$ cat src/rtl/dbus_arbiter.sv
// dbus_arbiter: registered one-outstanding-transaction arbiter merging N request channels onto dbus
module dbus_arbiter #(
  parameter int N = 2,
  parameter int ADDR_W = 64,
  parameter int DATA_W = 64,
  parameter int MODE = 0
) (
  input  logic                   clk,
  input  logic                   reset,
  input  logic [N-1:0]           in_valid,
  input  logic [N*ADDR_W-1:0]    in_addr,
  input  logic [N*3-1:0]         in_size,
  input  logic [N*DATA_W/8-1:0]  in_strobe,
  input  logic [N*DATA_W-1:0]    in_data,
  output logic [N-1:0]           in_ok,
  output logic [DATA_W-1:0]      out_rdata,
  output logic                   dreq_valid,
  output logic [ADDR_W-1:0]      dreq_addr,
  output logic [2:0]             dreq_size,
  output logic [DATA_W/8-1:0]    dreq_strobe,
  output logic [DATA_W-1:0]      dreq_data,
  input  logic                   dresp_data_ok,
  input  logic [DATA_W-1:0]      dresp_data,
  output logic [$clog2(N)-1:0]   grant_id,
  output logic                   busy
);
  localparam int PW = $clog2(N);
  localparam int SW = DATA_W / 8;
  typedef enum logic {IDLE, BUSY} state_t;
  state_t state;
  logic [PW-1:0] rr_ptr, win, nxt;
  logic [N-1:0] rot, tmp;
  logic [PW:0] sum;
  logic found;
  logic [ADDR_W-1:0] sel_addr;
  logic [2:0] sel_size;
  logic [SW-1:0] sel_strobe;
  logic [DATA_W-1:0] sel_data;
  // rotate so the search always starts at bit 0, then map the offset back to a channel index
  always_comb begin
    rot = MODE != 0 ? N'({in_valid, in_valid} >> rr_ptr) : in_valid;
    tmp = rot;
    found = 1'b0;
    sum = '0;
    for (int k = 0; k < N; k++) begin
      if (!found && tmp[0]) begin
        found = 1'b1;
        sum = (PW+1)'(k);
      end
      tmp = tmp >> 1;
    end
    sum = sum + (MODE != 0 ? {1'b0, rr_ptr} : '0);
    win = sum >= (PW+1)'(N) ? PW'(sum - (PW+1)'(N)) : PW'(sum);
    nxt = win == PW'(N-1) ? '0 : win + 1'b1;
    sel_addr = '0;
    sel_size = '0;
    sel_strobe = '0;
    sel_data = '0;
    for (int i = 0; i < N; i++) begin
      if (win == PW'(i)) begin
        sel_addr = in_addr[i*ADDR_W +: ADDR_W];
        sel_size = in_size[i*3 +: 3];
        sel_strobe = in_strobe[i*SW +: SW];
        sel_data = in_data[i*DATA_W +: DATA_W];
      end
    end
  end
  always_ff @(posedge clk) begin
    if (reset) begin
      state <= IDLE;
      rr_ptr <= '0;
      grant_id <= '0;
      dreq_addr <= '0;
      dreq_size <= '0;
      dreq_strobe <= '0;
      dreq_data <= '0;
    end else if (state == IDLE) begin
      if (|in_valid) begin
        state <= BUSY;
        grant_id <= win;
        dreq_addr <= sel_addr;
        dreq_size <= sel_size;
        dreq_strobe <= sel_strobe;
        dreq_data <= sel_data;
        if (MODE != 0) rr_ptr <= nxt;
      end
    end else if (dresp_data_ok) begin
      state <= IDLE;
    end
  end
  assign busy = state == BUSY;
  assign dreq_valid = busy;
  assign in_ok = (busy && dresp_data_ok && !reset) ? N'(1) << grant_id : '0;
  assign out_rdata = |in_ok ? dresp_data : '0;
endmodule

$ cat config.mk
export PLATFORM = sky130hd
export DESIGN_NAME = dbus_arbiter
export DESIGN_NICKNAME = d
export VERILOG_FILES = /design/src/rtl/dbus_arbiter.sv
export SDC_FILE = /design/constraint.sdc
export NUM_CORES = 1
export LEC_CHECK = 0
export CORE_AREA = 5 5 213 215
export CTS_CLUSTER_SIZE = 12
export DETAILED_ROUTE_END_ITERATION = 12
export DIE_AREA = 0 0 218 220
export GPL_TIMING_DRIVEN = 0
export SLEW_MARGIN = 30
export SYNTH_ARGS = -nofsm -noshare
export SYNTH_HDL_FRONTEND = slang
export SYNTH_SLANG_ARGS = --single-unit
$ cat constraint.sdc
create_clock -name clk -period 3.65 [get_ports clk]
set_input_delay 0.73 -clock clk [delete_from_list [all_inputs] [get_ports clk]]
set_output_delay 0.73 -clock clk [all_outputs]
set_load 0.005 [all_outputs]
# ---- Word-level counts from Yosys, hierarchy flattened
# Index checks and enable logic that the tools add are counted.
dict set report word_totals {
  input_bits 347
  ff_bits 141
  wordCells 30
}
dict set report op_classes {
  add_sub_neg 1
  order_cmp 1
  n_reduce_logical 8
  n_bitwise 1
  muxes 12
  shifts 1
}
# op n
set op_table {}
lappend op_table {{$mux W64} 3}
lappend op_table {{$mux W8} 1}
lappend op_table {{$mux W1} 6}
lappend op_table {{$reduce_or A2 Y1} 2}
lappend op_table {{$logic_and A1 B1 Y1} 3}
lappend op_table {{$mux W3} 1}
lappend op_table {{$ge A1 B2 Y1 const B} 1}
lappend op_table {{$logic_not A1 Y1} 2}
lappend op_table {{$mux W2} 1}
lappend op_table {{$reduce_and A2 Y1} 1}
lappend op_table {{$shl A1 B1 Y2 const A} 1}
lappend op_table {{$not A1 Y1} 1}
lappend op_table {{$sub A1 B1 Y1 const B} 1}

# ---- Logic depth before layout (Yosys ltp)
dict set report depth {
  ltp_word 7
  depth_mapped 6
  depth_no_buf 3
}

# ---- Worst setup path before layout
# Ideal clock, no wire load.
dict set report synth_timing {
  kind {input-to-output}
  from {in reset}
  to {out in_ok[1]}
  required_time_ps 2920
  slack_ps 1315
  arrival_ps 1605
  stages 5
  path_buffers 3
  path_cell_list {clkbuf_1 > nor2_1 > clkbuf_1 > clkbuf_1 > and2_1}
}
dict set report synth_between {
  elab_chain_len 3
}
# element line
set synth_lines {}
lappend synth_lines {{start: declaration} 9} ;# input logic reset,
lappend synth_lines {{$logic_not A1 Y1} 93} ;# assign in_ok = (busy && dresp_data_ok && !reset) ? N'(1) << grant_id : '0;
lappend synth_lines {{$logic_and A1 B1 Y1} 93}
lappend synth_lines {{$mux W2} 93}
lappend synth_lines {{end: declaration} 15} ;# output logic [N-1:0] in_ok,
# No other way between the ends.

# ---- Final worst setup path
dict set report layout_timing {
  from {in dresp_data_ok}
  to {out out_rdata[22]}
}
dict set report layout_between {
  elab_chain_len 5
}
# element line
set layout_lines {}
lappend layout_lines {{start: declaration} 22} ;# input logic dresp_data_ok,
lappend layout_lines {{$logic_and A1 B1 Y1 (2 in a row)} 93}
lappend layout_lines {{$mux W2} 93}
lappend layout_lines {{$reduce_or A2 Y1} 94} ;# assign out_rdata = |in_ok ? dresp_data : '0;
lappend layout_lines {{$mux W64} 94}
lappend layout_lines {{end: declaration} 16} ;# output logic [DATA_W-1:0] out_rdata,
# No other way between the ends.

==> flow_summary.ini <==
[global_routing]
use_met2_pct = 25.2
grt_pass1_wl_um = 57000
grtUsageMet1_pct = 20.4
grt_max_degree = 17
top_usage_layer = met2
grtUsageMet3_pct = 5.23
antenna_found_initial = 2
grt_pass1_vias = 8702
grt_util_all_layers_pct = 16.0
grt.overflow.total = 0

[setup_path]
slowest_stage = clkdlybuf4s50_1
cp-end-kind = output pin
cpPeakStageDelay_ns = 0.64
worstPathMaxFanout = 10
critPathArrivalTime_ns = 2.83
worstPathRequired_ns = 2.92
critPathKind = in -> out
cp_num_cells = 7
crit_path_start_kind = input pin
cp_num_buf_inv = 4
crit_chain = clkdlybuf4s50_1, nand2_1, nor2_2, clkbuf_4, clkbuf_2, and2_1, clkdlybuf4s50_1
rr_worst_depth = 5
worst_path_most_repeated_cell = clkdlybuf4s50_1
path_delay_family = buffers and inverters

[routing]
first_pass_iters = 5
drc_errors = 0
ant_nets = 0
routedWlPerCell_um = 19.8
viasPerCell = 4.15
drtIter0Drc = 457
vias = 8458
routed_wl_um = 40400

[cells_and_area]
final.fill_count = 4722
instances_no_fill = 2036
multi_input_area_um2 = 3250
areaGrowthSynthToFinish_pct = 106
drive_gt1_share_pct = 6.86
regArea_um2 = 2820
fin_nets = 1777
final_util_pct = 30.7

[floorplanning]
initial_core_util_pct = 14.9
die_h_um = 220
num_rows = 77
die_area_um2 = 48000
die_x_um = 218
io_pins = 555
fp.coreArea_um2 = 43500

[clock_tree]
cts.reportedPaths.clkPinSlew_ns = 0.06
clockBufferDepth = 2
cts_tree = yes
cts-buffers-inserted = 17
clock_latency_ns = 0.46
clock-sinks = 141
cts_root_buffer = clkbuf_16
cts_max_level = 4

[power]
cellLeakagePower_nw = 5.10
peakVddDrop_v = 0.000231
power.density_nw_per_um2 = 368
power.total_w = 0.00492

[synth]
seq_area_frac_synth_pct = 43.4
ys_ff_latch = 141
synth_ff_type = dfxtp_1
synth-edff-count = 0
avgSynthCellArea_um2 = 7.58
synthTopCellsByCount = nand2_1 (279), dfxtp_1 (141), nor2_1 (140)
yosysMostFrequentCell = nand2_1
syn_inst = 858
synth.distinct_cells = 16
netlist_top_cells_area = dfxtp_1 (43%), a311oi_1 (19%), nand2_1 (16%), nor2_1 (8.1%), and2_1 (6.3%)
syn_nets = 1205
synth_top_area_cell = dfxtp_1
synth.top_cell.area_share_pct = 43.4
syn_area_um2 = 6500
synthArstFlopShare_pct = 0
yosys_warnings = 0

[placement]
place_hpwl_um = 32800
place_congestion = 0.949
io_buffer_count = 553
place_inst = 2003

[sta]
finalHoldViolCount = 0
skew_ns = 0.00959
slew_headroom_pct = 45.9
drv_slew = 0
tightestPinTransition_ns = 0.812
period_share_pct = 97.6
finalCriticalPeriod_ns = 3.56
fmax_ghz = 0.281
holdWs_ns = 0.496
setup_violations = 0
rsz0062_at_grt = false

[status]
status = complete, no violations

[hold_path]
holdPathStages = 2
min-delay-path-class = reg -> reg

[flow_run]
cap_violations = 0
metrics by stage:
stage / setup slack [ns] / setup TNS (ns) / area, um^2
2_1_floorplan: 1.31 / 0 / 6500
3_3_place_gp: -0.309 / -8.75 / 12800
3_5_place_dp: -0.292 / -9.84 / 12800
4_1_cts: 0.0419 / 0 / 13400
5_1_grt: 0.0147 / 0 / 13400
6_report: 0.0869 / 0 / 13400
cells by family after synthesis:
logic type      after synthesis  synth area share (%)
compound gates              143                  19.2
buf+inv                      86                  6.56
flops                       141                  43.4
simple gates                488                  30.8
what timing repair did:
item | 4_1_cts | 5_1_grt
endpoints found under the setup margin | 50 | 19
buffers inserted | 0 | 0
hold buffers | 0 | 0
gates resized for setup | 6 | 5
per-layer routing:
layer,up-vias,wire length [um]
met3,49,3210
met4,0,1010
met5,-,0
li1,4093,-
met1,3962,17600
met2,354,18600
sequential cells by signal, summed over array words and instances (netlist names):
name	count
dreq_data	64
dreq_size	3
dreq_addr	64
busy	1
dreq_strobe	8
grant_id	1
layout by cell type, fill, tap and decap left out, drive strengths merged, types with 2 or more instances in the layout:
cell           count
nand2            279
buf               58
bufinv             2
inv                6
a211oi             2
and2              65
clkbuf            44
clkinvlp           4
clkinv             4
nor3               2
a311oi           139
nor2             140
clkdlybuf4s50    553
dfxtp            141
area by class of cell:
| type | count | area share [%] |
|---|---|---|
| Antenna cell | 1 | 0.0187 |
| Buffer | 85 | 3.24 |
| Clock buffer | 17 | 3.18 |
| Clock inverter | 15 | 1.21 |
| Inverter | 1 | 0.0281 |
| Multi-Input combinational cell | 631 | 24.3 |
| Sequential cell | 141 | 21.1 |
| Tap cell | 592 | 5.54 |
| Timing Repair Buffer | 553 | 41.4 |
worst register-to-register path, delay by kind of cell, from the launching register on:
family | cells | cell delay [ns]
buffers and inverters | 3 | 0.94
flip-flops | 1 | 0.37
AO/OA/AOI/OAI | 2 | 0.37
power by group:
group	switching (W)	internal, W	leakage (nW)
Clock	0.000796	0.00101	0.277
Sequential	0.0000867	0.00169	1.17
Combinational	0.000545	0.000784	3.65
path summary, 6_finish.rpt:
| path | slack (ns) | to | start |
|---|---|---|---|
| hold reg to reg | 0.50 | dreq_data[63]$_SDFFE_PP0P_ | dreq_data[63]$_SDFFE_PP0P_ |
| hold / removal | 0.50 | dreq_data[63]$_SDFFE_PP0P_ | dreq_data[63]$_SDFFE_PP0P_ |
| setup / recovery | 0.09 | out_rdata[22] | dresp_data_ok |
| setup reg to reg | 1.82 | dreq_data[18]$_SDFFE_PP0P_ | busy$_SDFF_PP0_ |
No activity file was read; power rests on OpenSTA's default activity.
